<file path="config.mk">
export PLATFORM = sky130hd
export DESIGN_NAME = hazard_ctrl
export DESIGN_NICKNAME = d
export VERILOG_FILES = /design/src/rtl/hazard_ctrl_pkg.sv /design/src/rtl/hazard_perf_cnt.sv /design/src/rtl/hazard_ctrl.sv
export SDC_FILE = /design/constraint.sdc
export NUM_CORES = 1
export LEC_CHECK = 0
export CAP_MARGIN = 20
export CORE_AREA = 2 2 56 58
export CTS_CLUSTER_SIZE = 25
export DETAILED_ROUTE_END_ITERATION = 7
export DIE_AREA = 0 0 58 60
export PLACE_DENSITY_LB_ADDON = 0.25
export SLEW_MARGIN = 40
export SYNTH_ARGS = -nofsm -noshare
export SYNTH_HDL_FRONTEND = slang
export SYNTH_SLANG_ARGS = --single-unit
</file>
<file path="constraint.sdc">
create_clock -name clk -period 2.4 [get_ports clk]
set_input_delay 0.24 -clock clk [delete_from_list [all_inputs] [get_ports clk]]
set_output_delay 0.24 -clock clk [all_outputs]
set_load 0.1 [all_outputs]
</file>
<file path="src/rtl/hazard_ctrl_pkg.sv">
// Shared definitions for the pipeline hazard controller: FSM state
// encodings and default widths.
package hazard_ctrl_pkg;

    // Default register address width of the core.
    localparam int HZ_REG_ADDR_WIDTH = 5;

    // Default width of the stall/flush performance counters.
    localparam int HZ_PERF_CNT_WIDTH = 32;

    // Controller states; encoding value 2'd3 is illegal and recovers to RUN.
    typedef enum logic [1:0] {
        HZ_RUN        = 2'd0,
        HZ_LOAD_STALL = 2'd1,
        HZ_MD_BUSY    = 2'd2
    } hz_state_e;

endpackage

</file>
<file path="src/rtl/hazard_perf_cnt.sv">
// Saturating event counter with enable. Holds at all-ones once reached;
// clears only on the asynchronous reset.
module hazard_perf_cnt
    import hazard_ctrl_pkg::*;
#(
    parameter int WIDTH = HZ_PERF_CNT_WIDTH
) (
    input  logic             clk,
    input  logic             rst,
    input  logic             en_i,
    output logic [WIDTH-1:0] count_o
);

    logic [WIDTH-1:0] cnt_q;
    logic [WIDTH-1:0] cnt_d;

    // Increment on enable unless already saturated.
    always_comb begin
        cnt_d = cnt_q;
        if (en_i && (cnt_q != {WIDTH{1'b1}})) begin
            cnt_d = cnt_q + {{(WIDTH-1){1'b0}}, 1'b1};
        end
    end

    // Counter register, cleared by reset.
    always_ff @(posedge clk or posedge rst) begin
        if (rst) begin
            cnt_q <= '0;
        end else begin
            cnt_q <= cnt_d;
        end
    end

    assign count_o = cnt_q;

endmodule

</file>
<file path="src/rtl/hazard_ctrl.sv">
// Stall/flush controller for the 5-stage pipeline.
// Resolves load-use hazards, multi-cycle mul/div occupancy of EX and
// taken-branch redirection by driving the PC / IF/ID / ID/EX enables and
// the IF/ID flush, ID/EX bubble and EX/MEM bubble controls.
// Outputs are combinational from the current state and inputs.
//
// Optional feature: define HAZARD_PERF_CNT_EN to build the saturating
// stall_count / flush_count performance counters. Without it both outputs
// are tied to zero and no counter flops exist.
//
// Handshake: there is no valid/ready pair here; a stage register loads
// when its write enable is 1, and a bubble/flush replaces its contents
// with a NOP on the same edge.
module hazard_ctrl
    import hazard_ctrl_pkg::*;
#(
    parameter int REG_ADDR_WIDTH = HZ_REG_ADDR_WIDTH,
    parameter int PERF_CNT_WIDTH = HZ_PERF_CNT_WIDTH
) (
    input  logic                      clk,
    input  logic                      rst,
    input  logic                      ID_EX_MemRead,
    input  logic [REG_ADDR_WIDTH-1:0] ID_EX_rd,
    input  logic [REG_ADDR_WIDTH-1:0] IF_ID_rs1,
    input  logic [REG_ADDR_WIDTH-1:0] IF_ID_rs2,
    input  logic                      IF_ID_use_rs1,
    input  logic                      IF_ID_use_rs2,
    input  logic                      EX_branch_taken,
    input  logic                      EX_muldiv_start,
    input  logic                      muldiv_done,
    output logic                      PC_write,
    output logic                      IF_ID_write,
    output logic                      IF_ID_flush,
    output logic                      ID_EX_write,
    output logic                      ID_EX_bubble,
    output logic                      EX_MEM_bubble,
    output logic [PERF_CNT_WIDTH-1:0] stall_count,
    output logic [PERF_CNT_WIDTH-1:0] flush_count,
    output logic [1:0]                hz_state_o
);

    hz_state_e state_q;
    hz_state_e state_d;
    logic      lu;

    // Load in EX writes a register the ID instruction actually reads;
    // x0 never creates a dependency.
    assign lu = ID_EX_MemRead && (ID_EX_rd != '0) &&
                ((IF_ID_use_rs1 && (ID_EX_rd == IF_ID_rs1)) ||
                 (IF_ID_use_rs2 && (ID_EX_rd == IF_ID_rs2)));

    // State register; reset always returns to RUN, abandoning any stall.
    always_ff @(posedge clk or posedge rst) begin
        if (rst) begin
            state_q <= HZ_RUN;
        end else begin
            state_q <= state_d;
        end
    end

    // Next-state and pipeline control outputs.
    always_comb begin
        state_d       = state_q;
        PC_write      = 1'b1;
        IF_ID_write   = 1'b1;
        IF_ID_flush   = 1'b0;
        ID_EX_write   = 1'b1;
        ID_EX_bubble  = 1'b0;
        EX_MEM_bubble = 1'b0;
        if (rst) begin
            state_d     = HZ_RUN;
            PC_write    = 1'b0;
            IF_ID_write = 1'b0;
            ID_EX_write = 1'b0;
        end else begin
            case (state_q)
                HZ_RUN: begin
                    if (EX_branch_taken) begin
                        // ID holds a wrong-path instruction: squash it and
                        // drop any hazard it appeared to have.
                        IF_ID_flush  = 1'b1;
                        ID_EX_bubble = 1'b1;
                    end else if (EX_muldiv_start && !muldiv_done) begin
                        PC_write      = 1'b0;
                        IF_ID_write   = 1'b0;
                        ID_EX_write   = 1'b0;
                        EX_MEM_bubble = 1'b1;
                        state_d       = HZ_MD_BUSY;
                    end else if (lu) begin
                        PC_write     = 1'b0;
                        IF_ID_write  = 1'b0;
                        ID_EX_bubble = 1'b1;
                        state_d      = HZ_LOAD_STALL;
                    end
                end
                HZ_LOAD_STALL: begin
                    // ID/EX now holds the bubble, so the hazard is gone.
                    state_d = HZ_RUN;
                end
                HZ_MD_BUSY: begin
                    if (!muldiv_done) begin
                        PC_write      = 1'b0;
                        IF_ID_write   = 1'b0;
                        ID_EX_write   = 1'b0;
                        EX_MEM_bubble = 1'b1;
                    end else begin
                        state_d = HZ_RUN;
                    end
                end
                default: begin
                    state_d = HZ_RUN;
                end
            endcase
        end
    end

    assign hz_state_o = state_q;

`ifdef HAZARD_PERF_CNT_EN
    hazard_perf_cnt #(
        .WIDTH (PERF_CNT_WIDTH)
    ) u_stall_cnt (
        .clk     (clk),
        .rst     (rst),
        .en_i    (!PC_write),
        .count_o (stall_count)
    );

    hazard_perf_cnt #(
        .WIDTH (PERF_CNT_WIDTH)
    ) u_flush_cnt (
        .clk     (clk),
        .rst     (rst),
        .en_i    (IF_ID_flush),
        .count_o (flush_count)
    );
`else
    assign stall_count = '0;
    assign flush_count = '0;
`endif

endmodule

</file>
==> results by group, run 1 <==
Worst setup path
  • Worst path top cell family by delay: buffers and inverters
  • Worst-path cell chain: clkdlybuf4s50_1, xor2_1, nor4_1, a32oi_1, o31a_4, buf_12
  • Worst Path Required: 2160 ps
  • Crit path buffers/inverters: 2
  • Critical Path AT: 1940 ps
  • Max incr delay on CP: 470 ps
  • R2R Path Start: hz_state_o[1]
  • Critical path origin: ID_EX_rd[0]
  • Worst path slowest cell: clkdlybuf4s50_1
  • CP endpoint kind: primary output
  • Crit-path max FO: 3
  • Worst Setup Path Type: primary input to primary output
  • Crit start category: primary input

Synthesis
  • Synth Instances: 101
  • Share of the yosys chip area belonging to registers: 6.494%
  • Yosys Warn Count: 0
  • Synth unique cells: 22
  • Post-Syn Area: 770.7 um2
  • Syn_area_per_cell: 7.631 um2
  • Register bit count reported by yosys: 2

Global routing
  • GR peak layer: met2
  • Met2 global-route usage: 12.18%
  • Vias in the first global route: 403
  • First-pass GRT wire length: 1738 um
  • Gr usage total: 6.778%
  • Largest net degree at the start of global routing: 6
  • Initial antenna violation count: 0
  • Gr ovfl total: 0
  • Met3 Use GR: 3.463%
  • GR Util met1: 6.874%

Floorplanning
  • Initial Util: 26.55%
  • Die W: 58 um
  • Row count: 20
  • Die H: 60 um
  • I/O pin cnt: 95
  • Die Area: 3480 um2
  • Core box area: 2903 um2

Route
  • Vias per inst: 3.359
  • Avg WL per Cell: 8.240 um
  • DRT iter0 DRCs: 1
  • Post-Route WL: 1376 um
  • Initial DRT Pass Iterations: 2
  • ANT nets after route: 0
  • DRC: 0
  • Via count: 561

CTS
  • H-tree depth: 1
  • Clock Path Buffers: 2
  • Worst skew pair latency: 220 ps
  • Root Buffer: clkbuf_4
  • Setup Fix Bufs, Post-CTS: 0
  • CTS Hold Bufs: 0
  • Clock Sinks: 2
  • TritonCTS Buffers: 3
  • Clk pin slew, worst setup/hold paths: 30 ps
  • TritonCTS clock tree: done
  • Post-cts gate resize count: 0

STA
  • Setup Viol. Count Final: 0
  • Crit share post-route: 90.75%
  • Fmax: 459.1 MHz
  • Fin Clk Skew: 4.282 ps
  • Setup ws final: 222.1 ps
  • Post-layout min period: 2178 ps
  • Final max-slew violation count: 0
  • Final hold violation count: 0
  • TNS Setup: 0 ps
  • RSZ-0062 raised after global routing: false

Power
  • Pwr dens: 733.4 nW/um2
  • Leak: 0.5012 nW
  • VDD IR-drop max: 0.3513 mV

Placement
  • Routability cong.: 0.7633
  • DP Worst Slack: 172.7 ps
  • Port Buf Inserts: 30
  • Placed Cells: 164
  • Hpwl dp: 1298 um

Run
  • Total of max-cap violations: 0

Finish
  • Final net count: 159
  • Layout cells sized above 1: 15.67%
  • Largest register FFs: 2
  • Fillers: 323
  • Non-Filler Instances: 167
  • N_diodes: 0
  • Area Overhead vs Synth: 29.22%
  • Fin util: 34.31%

Outcome
  • Outcome: finished clean

Worst hold path
  • Min-delay worst type: primary input to async pin
placed cells by master, fill, tap and decap left out, drive strengths merged:
cell	instances
a211oi	1
a21oi	1
a32oi	1
and2	2
buf	10
clkbuf	3
clkdlybuf4s50	22
conb	64
dfrtp	2
inv	3
nor2	1
nor2b	1
nor3	2
nor4	4
o21ai	3
o21bai	1
o31a	1
or2	1
or4	1
xnor2	2
xor2	8
per-stage QoR:
step,power [mW],area [um2],hold WS (ps)
5_1_grt,0.7524,996.0,406.6
3_5_place_dp,0.6563,973.4,529.8
4_1_cts,0.7343,996.0,396.3
2_1_floorplan,0.6501,1050,-18.78
6_report,0.7304,996.0,406.0
3_3_place_gp,0.6547,973.4,521.3
tightest hold or removal path, stage by stage:
cell,delay (ps)
clkdlybuf4s50_1,450
buf_4,180
inv_1,80
power breakdown:
part           total (mW)  internal [mW]  switching (mW)
clock              0.0737         0.0551          0.0186
combinational       0.621         0.0838           0.537
sequential         0.0357         0.0347        0.000927
logic make-up after synthesis:
family          after synthesis  synth area share (%)
compound gates                8                 6.818
xor+xnor                     10                 11.36
buf+inv                      68                 64.77
flops                         2                 6.494
other cells                   1                0.4865
simple gates                 12                 10.07
synthesized netlist by cell type (all sizes together):
cell,number,share of area [%]
and2,2,1.6
xor2,8,9.1
a32oi,1,1.1
a211oi,1,0.97
buf,65,63
or4,1,0.97
xnor2,2,2.3
or2,1,0.81
inv,3,1.5
o21ai,3,1.9
conb,1,0.49
nor2,1,0.49
nor4,4,4.1
o31a,1,1.1
dfrtp,2,6.5
a21oi,1,0.65
o21bai,1,0.97
nor2b,1,0.81
nor3,2,1.3
path summary, 6_finish.rpt:
kind | slack (ps) | depth (start not counted) | endpoint
worst max register to register | 950 | 4 | hz_state_o[0]
worst min register to register | 530 | 1 | hz_state_o[1]
worst max-delay path | 220 | 6 | IF_ID_write
min in group clk | 530 | 1 | hz_state_o[1]
worst min-delay path | 410 | 3 | hz_state_o[1]
max in group asynchronous | 1870 | 3 | hz_state_o[0]
per-layer routing:
metal	wire (um)	vias to the layer above
li1	-	260
met1	417	237
met2	696	64
met3	261	0
met4	0	0
met5	0	-
final cells by class:
cell class              instances  area, um2  area share [%]
multi-input cells              94      498.0           50.00
flip-flops and latches          2      52.55           5.276
clock buffers                   3      22.52           2.261
repair buffers                 32      370.4           37.19
well taps                      33      41.29           4.146
inverters                       3      11.26           1.131
No activity file was read; power rests on OpenSTA's default activity.
==> run 2, diff against run 1 <==
--- a/config.mk
+++ b/config.mk
@@ -10,7 +10,7 @@
 export CTS_CLUSTER_SIZE = 25
 export DETAILED_ROUTE_END_ITERATION = 7
 export DIE_AREA = 0 0 58 60
-export PLACE_DENSITY_LB_ADDON = 0.25
+export PLACE_DENSITY = 0.83
 export SLEW_MARGIN = 40
 export SYNTH_ARGS = -nofsm -noshare
 export SYNTH_HDL_FRONTEND = slang
==> results by group, run 2 (synthesis results as in run 1) <==
Worst setup path
  • Worst-path cell chain: clkdlybuf4s50_1, xor2_1, nor4_1, a32oi_1, o31a_4, buf_12
  • Max incr delay on CP: 480 ps (about the same)
  • Worst path slowest cell: clkdlybuf4s50_1
  • Critical path origin: ID_EX_rd[3]
  • Crit-path max FO: 3 (unchanged)
  • CP endpoint kind: primary output
  • Crit start category: primary input
  • FF-to-FF path depth: 4 (unchanged)
  • Critical Path AT: 1960 ps (+20 ps)
  • CP endpoint: IF_ID_write
  • R2R Path Start: hz_state_o[1]
  • Worst Setup Path Type: primary input to primary output
  • R2R Setup Slk: 1010 ps (+60 ps)
  • Worst Path Required: 2160 ps (about the same)
  • Reg-to-Reg End: hz_state_o[0]

Finish
  • Most common cell after layout, fill and taps aside: conb_1
  • Largest register FFs: 2 (unchanged)
  • Final net count: 159 (unchanged)
  • Fin util: 34.31% (unchanged)
  • N_diodes: 0 (unchanged)
  • Area Overhead vs Synth: 29.22% (unchanged)
  • Layout cells sized above 1: 15.67% (unchanged)
  • FF+latch area: 52.55 um2 (unchanged)
  • Area of the multi-input gates: 498.0 um2 (unchanged)
  • Commonest cells after routing, fill and taps aside: conb_1, clkdlybuf4s50_1, xor2_1
  • Fillers: 318 (-1.5%)

STA
  • Fmax: 454.5 MHz (-1.0%)
  • Fin Clk Skew: 6.109 ps (+1.828 ps)
  • Crit share post-route: 91.67% (+0.92 points)
  • Final hold violation count: 0 (unchanged)
  • Setup Viol. Count Final: 0 (unchanged)
  • Fin Hold WS: 372.1 ps (-33.85 ps)
  • RSZ-0062 raised after global routing: false
  • Post-layout min period: 2200 ps (+22.05 ps)
  • Final max-slew violation count: 0 (unchanged)

CTS
  • Post-cts gate resize count: 0 (unchanged)
  • Worst skew pair latency: 230 ps (about the same)
  • Clock Sinks: 2 (unchanged)
  • TritonCTS Buffers: 3 (unchanged)
  • H-tree depth: 1 (unchanged)
  • CTS Hold Bufs: 0 (unchanged)
  • TritonCTS clock tree: done
  • Setup Fix Bufs, Post-CTS: 0 (unchanged)
  • Root Buffer: clkbuf_4
  • Clock Path Buffers: 2 (unchanged)
  • Clk pin slew, worst setup/hold paths: 30 ps (about the same)

Route
  • Post-Route WL: 1335 um (-3.0%)
  • ANT nets after route: 0 (unchanged)
  • Initial DRT Pass Iterations: 3 (+1)
  • Via count: 554 (-1.2%)
  • DRC: 0 (unchanged)
  • DRT iter0 DRCs: 9 (+8)
  • Vias per inst: 3.317 (-1.2%)
  • Avg WL per Cell: 7.994 um (-3.0%)

Floorplanning
  • Die W: 58 um (unchanged)
  • Row count: 20 (unchanged)
  • Core box area: 2903 um2 (unchanged)
  • I/O pin cnt: 95 (unchanged)
  • Die Area: 3480 um2 (unchanged)
  • Die H: 60 um (unchanged)
  • Initial Util: 26.55% (unchanged)

Global routing
  • Vias in the first global route: 438 (+8.7%)
  • Initial antenna violation count: 0 (unchanged)
  • Gr ovfl total: 0 (unchanged)
  • Largest net degree at the start of global routing: 6 (unchanged)
  • Gr usage total: 7.592% (+0.81 points)
  • First-pass GRT wire length: 1849 um (+6.4%)

Power
  • VDD IR-drop max: 0.3081 mV (-12%)
  • Leak: 0.5012 nW (unchanged)
  • Pwr dens: 734.7 nW/um2 (+0.19%)

Run
  • Total of max-cap violations: 0 (unchanged)

Outcome
  • Outcome: finished clean

Worst hold path
  • Min-delay worst type: primary input to async pin

Placement
  • Routability cong.: 0.7838 (+2.7%)
  • Hpwl dp: 1248 um (-3.8%)
  • Port Buf Inserts: 30 (unchanged)
## run 2: cell counts in the layout (fill, tap and decap cells not counted)
Identical to the previous run, type by type.
## run 2: worst min-delay path by stage
stage | from | endpoint | slack, ps
after CTS | rst | hz_state_o[1] | 360
final | rst | hz_state_o[1] | 370
after floorplan | rst | hz_state_o[0] | -20
after detailed placement | hz_state_o[0] | hz_state_o[1] | 530
after global placement | hz_state_o[0] | hz_state_o[1] | 510
after global routing | rst | hz_state_o[1] | 390
## run 2: report_power, final
group / internal, mW / leakage, nW / switching, mW
clock network: 0.0553 / 0.0138 / 0.0202
logic: 0.0838 / 0.463 / 0.537
registers: 0.0347 / 0.0244 / 0.000870
total: 0.174 / 0.501 / 0.558
## run 2: metrics by stage
| step | setup TNS [ps] | cells | total power [mW] | setup slack, ps | cell area (um2) |
|---|---|---|---|---|---|
| global placement | 0 | 164 | 0.6546 | 200.8 | 973.4 |
| global route | 0 | 167 | 0.7529 | 69.24 | 996.0 |
| CTS | 0 | 167 | 0.7382 | 152.5 | 996.0 |
| finish | 0 | 167 | 0.7318 | 200.0 | 996.0 |
| detailed placement | 0 | 164 | 0.6561 | 162.1 | 973.4 |
| floorplan | -173.4 | 164 | 0.6501 | -173.4 | 1050 |
## run 2: area by class of cell
type | instances | share of cell area (%)
Clock buffer | 3 | 2.261
Tap cell | 33 | 4.146
Sequential cell | 2 | 5.276
Multi-Input combinational cell | 94 | 50.00
Timing Repair Buffer | 32 | 37.19
Inverter | 3 | 1.131
## run 2: critical path: cells and delay by family
kind            cells  cell delay (ps)
simple gates        1              300
compound gates      2              570
buf+inv             2              650
xor+xnor            1              190
## run 2: per-layer routing
layer | up-vias | global-route usage (%) | wire length [um]
li1 | 263 | - | -
met1 | 233 | 6.744 | 386
met2 | 58 | 14.29 | 745
met3 | 0 | 2.165 | 204
met4 | 0 | 5.980 | 0
met5 | - | 0 | 0
==> edit 1: new RTL, settings of run 2 <==
Change the package constant `HZ_PERF_CNT_WIDTH` from 32 to 40.
--- a/src/rtl/hazard_ctrl_pkg.sv
+++ b/src/rtl/hazard_ctrl_pkg.sv
@@ -7,5 +7,5 @@
 
     // Default width of the stall/flush performance counters.
-    localparam int HZ_PERF_CNT_WIDTH = 32;
+    localparam int HZ_PERF_CNT_WIDTH = 40;
 
     // Controller states; encoding value 2'd3 is illegal and recovers to RUN.
Ports: changed (resized flush_count and stall_count); port bits go from 95 to 111. The function was not compared with the original's and may differ.
==> edit 1 against run 2 <==
  * Final area is 6.0% higher
  * Core utilization is 2.1 points higher
  * Routed wire length is 1.6% lower
  * Sequential cell count stayed put
  * Synthesized area is 16% higher
  * Synthesized cell count is 16% higher
  * Power is 14% higher
  * First-iteration DRC count is 67% lower
  * Clock power is 3.8% lower
  * Worst setup slack better by 0.023 ns
  * Highest routed layer unchanged
==> edit 1: results (changes against run 2) <==
| Metric | Value |
|---|---|
| Sequential share of the synthesized area | 0.0562 (was 0.0649) |
| DP Worst Slack | 0.200 ns (was 0.162 ns) |
| Layout cells sized above 1 | 0.140 (was 0.157) |
| Post-route insts no fill | 183 (was 167) |
| Fillers | 304 (was 318) |
| Final GP Congestion | 0.635 (was 0.784) |
| Gr usage total | 0.0718 (was 0.0759) |
| Top FF cell, synth | dfrtp_1 (unchanged) |
| Max FFs per register | 2 (unchanged) |
| Htree depth | 1 (unchanged) |
| Clock root cell | clkbuf_4 (unchanged) |
| Total power draw | 837 µW (was 732 µW) |
| Clock slew at reported path FFs | 0.03 ns (about the same) |
| WP data arrival | 1.94 ns (was 1.96 ns) |
| CTS Buf Count | 3 (unchanged) |
| Clk_lat worst skew | 0.22 ns |
| P_clk | 72.6 µW (was 75.5 µW) |
| Ys async rst share | 1.00 (unchanged) |
| Largest net degree at the start of global routing | 6 (unchanged) |
| Syn_area_per_cell | 7.61 µm² (was 7.63 µm²) |
| First-pass GRT wire length | 1750 µm (was 1850 µm) |
| Leakage | 0.000553 µW (was 0.000501 µW) |
| Ys Warns | 0 (unchanged) |
| Hold Path Class | input pin to asynchronous set/reset pin (unchanged) |
| Critical R2R Launch | hz_state_o[1]$_DFFE_PP0P_ (unchanged) |
| Max Buffers Root-to-Sink | 2 (unchanged) |
| Status | completed (unchanged) |
| Synth top area cells | buf_4 68%, xor2_1 7.9%, dfrtp_1 5.6%, nor4_1 2.1%, xnor2_1 2.0% (was buf_4 63%, xor2_1 9.1%, dfrtp_1 6.5%, nor4_1 2.4%, xnor2_1 2.3%) |
| Area post-placement | 0.00103 mm² (was 973 µm²) |
| N_diodes | 0 (unchanged) |
| Initial antenna violation count | 0 (unchanged) |
| CP startpoint | ID_EX_rd[3] (unchanged) |
| Post-cts sizing count | 0 (unchanged) |
| Final Skew | 0.00291 ns (was 0.00611 ns) |
| Sequential group power | 35.7 µW (was 35.6 µW) |
| Max IR drop VDD | 434 µV (was 308 µV) |
| Net Sw Frac | 0.793 (was 0.762) |
| Setup bufs post-CTS | 0 (unchanged) |
| Most frequent cells after synthesis | 81 x buf_4, 8 x xor2_1, 3 x inv_1, 3 x nor4_1 (was 65 x buf_4, 8 x xor2_1, 3 x inv_1, 3 x nor4_1) |
| Iter 0 DRT Violations | 3 (was 9) |
| Final HPWL DP | 1270 µm (was 1250 µm) |
| Reg area | 52.6 µm² (unchanged) |
| Via count of the routed design | 602 (was 554) |
| Crit Path Max Fanout | 3 (unchanged) |
| WL per Instance | 7.18 µm (was 7.99 µm) |
| Count of cell types in the netlist | 22 (unchanged) |
| Count of buffers from port buffering | 30 (unchanged) |
| DR pass1 iterations | 4 (was 3) |
| Vias in the first global route | 415 (was 438) |
==> edit 1: changes by cell type after synthesis <==
cell | run 2 | this run
buf_4 | 65 | 81
==> edit 1: cell families (layout without fill, tap and decap cells) <==
logic type             after synthesis  count (layout)  share of synthesized area
XOR/XNOR                            10              10                     0.0983
AO/OA/AOI/OAI                        8               8                     0.0590
flip-flops                           2               2                     0.0562
other                                1              80                    0.00421
AND/OR/NAND/NOR                     12              12                     0.0871
buffers and inverters               84              38                      0.695
==> edit 1: cell type report <==
type / count / share of cell area
Inverter: 3 / 0.0107
Multi-Input combinational cell: 110 / 0.528
Sequential cell: 2 / 0.0498
Clock buffer: 3 / 0.0213
Timing Repair Buffer: 32 / 0.351
Tap cell: 33 / 0.0391
==> edit 1: worst paths after layout <==
kind                                             end  slack [ns]  cells past startpoint
setup / recovery                         IF_ID_write        0.22                      6
max in group asynchronous  hz_state_o[0]$_DFFE_PP0P_        1.90                      3
hold / removal             hz_state_o[1]$_DFFE_PP0P_        0.37                      3
hold reg to reg            hz_state_o[1]$_DFFE_PP0P_        0.52                      1
setup reg to reg           hz_state_o[0]$_DFFE_PP0P_        1.01                      4
min in group clk           hz_state_o[1]$_DFFE_PP0P_        0.52                      1
==> edit 1: worst max-delay path: stages <==
cell	delay (ns)
clkdlybuf4s50_1	0.47
xor2_1	0.18
nor4_1	0.30
a32oi_1	0.17
o31a_4	0.40
buf_12	0.17
==> edit 1: metal layers <==
| metal | share of wire | GRT usage |
|---|---|---|
| met4 | 0 | 0.0698 |
| met1 | 0.25 | 0.0648 |
| met3 | 0.18 | 0.0238 |
| met5 | 0 | 0 |
| met2 | 0.56 | 0.125 |
==> edit 2: new RTL, config.mk and constraints of run 2 <==
Made on the original files. Register the inputs `EX_muldiv_start` and `muldiv_done` before use, without a reset. The logic sees them one clock later. The other inputs are not delayed to match.
--- a/src/rtl/hazard_ctrl.sv
+++ b/src/rtl/hazard_ctrl.sv
@@ -39,4 +39,12 @@
     output logic [1:0]                hz_state_o
 );
+
+    logic EX_muldiv_start_q;
+    logic muldiv_done_q;
+
+    always_ff @(posedge clk) begin
+        EX_muldiv_start_q <= EX_muldiv_start;
+        muldiv_done_q     <= muldiv_done;
+    end
 
     hz_state_e state_q;
@@ -81,5 +89,5 @@
                         IF_ID_flush  = 1'b1;
                         ID_EX_bubble = 1'b1;
-                    end else if (EX_muldiv_start && !muldiv_done) begin
+                    end else if (EX_muldiv_start_q && !muldiv_done_q) begin
                         PC_write      = 1'b0;
                         IF_ID_write   = 1'b0;
@@ -99,5 +107,5 @@
                 end
                 HZ_MD_BUSY: begin
-                    if (!muldiv_done) begin
+                    if (!muldiv_done_q) begin
                         PC_write      = 1'b0;
                         IF_ID_write   = 1'b0;
Behaviour: not the same (a bounded check fails within 4 cycles, from zero or initial values and one cycle with rst high).
==> edit 2 against run 2 <==
  * Combinational power is essentially flat
  * Core utilization up 1.9 points
  * Clock power grew 12%
  * Die area stayed put
  * Synthesized area grew 8.0%
  * Sequential cell count rose by 2
  * Power grew 6.3%
  * Worst setup slack worse by 0.019 ns
  * Synthesized cell count rose by 5.9%
  * Maximum frequency is 0.85% lower
  * Hold slack got worse by 0.16 ns
  * Routed wire length is 10% higher
  * Final cell count rose by 3.0%
  * Final area up 5.4%
  * Largest cell class unchanged
==> edit 2: results (changes against run 2) <==
| Metric | Value |
|---|---|
| Status | completed (unchanged) |
| First-pass GRT wire length | 1970 µm (was 1850 µm) |
| Top FF cell, synth | dfxtp_1 (was dfrtp_1) |
| DP Worst Slack | 0.155 ns (was 0.162 ns) |
| Count of cell types in the netlist | 23 (was 22) |
| Met3 WL | 313 µm (was 204 µm) |
| Via count of the routed design | 591 (was 554) |
| Final GP Congestion | 0.618 (was 0.784) |
| WL met1 | 381 µm (was 386 µm) |
| Routed wl met2 | 765 µm (was 745 µm) |
| Iter 0 DRT Violations | 1 (was 9) |
| P_int | 212 µW (was 174 µW) |
| Leakage | 0.000533 µW (was 0.000501 µW) |
| Final HPWL DP | 1330 µm (was 1250 µm) |
| M3 GR Usage | 0.0411 (was 0.0216) |
| WL per Instance | 8.58 µm (was 7.99 µm) |
| Gr usage total | 0.0782 (was 0.0759) |
| Final #Nets | 164 (was 159) |
| Global Route met2 Usage | 0.156 (was 0.143) |
| Final Skew | 0.00143 ns (was 0.00611 ns) |
| Syn_area_per_cell | 7.78 µm² (was 7.63 µm²) |
| Placed cell count | 169 (was 164) |
| Sequential group power | 72.7 µW (was 35.6 µW) |
| Synth top area cells | buf_4 59%, xor2_1 8.4%, dfrtp_1 6.0%, dfxtp_1 4.8%, a21oi_1 2.4% (was buf_4 63%, xor2_1 9.1%, dfrtp_1 6.5%, nor4_1 2.4%, xnor2_1 2.3%) |
| Fillers | 319 (was 318) |
| Most frequent cells after synthesis | 65 x buf_4, 8 x xor2_1, 4 x a21oi_1 (was 65 x buf_4, 8 x xor2_1, 3 x inv_1, 3 x nor4_1) |
| Layout cells sized above 1 | 0.151 (was 0.157) |
| DR pass1 iterations | 2 (was 3) |
| Ys async rst share | 0.500 (was 1.00) |
| Overall routed net length | 1480 µm (was 1340 µm) |
| WP data arrival | 1.98 ns (was 1.96 ns) |
| Largest net degree at the start of global routing | 8 (was 6) |
| GRT met1 Usage | 0.0558 (was 0.0674) |
==> edit 2: critical path, cell delays in order <==
cell,delay (ns)
clkdlybuf4s50_1,0.48
xor2_1,0.19
nor4_1,0.31
a32oi_1,0.20
o31a_4,0.39
buf_12,0.17
==> edit 2: final cells by class <==
| class | count | share of cell area |
|---|---|---|
| clock buffers | 3 | 0.0215 |
| inverters | 3 | 0.0107 |
| multi-input cells | 97 | 0.485 |
| flip-flops and latches | 4 | 0.0906 |
| well taps | 33 | 0.0393 |
| repair buffers | 32 | 0.353 |
==> edit 2: per-stage QoR <==
| step | cell area [µm²] | total power [µW] | setup TNS [ns] |
|---|---|---|---|
| after floorplan | 1120 | 697 | -0.136 |
| after global placement | 1030 | 692 | 0 |
| after detailed placement | 1030 | 694 | 0 |
| after CTS | 1050 | 783 | 0 |
| after global routing | 1050 | 808 | 0 |
| final | 1050 | 778 | 0 |
==> edit 2: worst paths after layout <==
path	slack [ns]	endpoint	from
max	0.18	IF_ID_write	ID_EX_rd[3]
min	0.22	hz_state_o[0]$_DFFE_PP0P_	rst
max reg2reg	0.90	hz_state_o[0]$_DFFE_PP0P_	hz_state_o[0]$_DFFE_PP0P_
min reg2reg	0.52	hz_state_o[1]$_DFFE_PP0P_	muldiv_done_q$_DFF_P_
max in group asynchronous	2.06	hz_state_o[0]$_DFFE_PP0P_	rst
min in group clk	0.45	muldiv_done_q$_DFF_P_	muldiv_done
==> edit 2: kinds of logic (layout without fill, tap and decap cells) <==
kind of cell	after synthesis	count (layout)	synth area share
flip-flops	4	4	0.108
AND/OR/NAND/NOR	15	15	0.111
AO/OA/AOI/OAI	8	8	0.0647
other	1	64	0.00451
XOR/XNOR	10	10	0.105
buffers and inverters	69	38	0.606
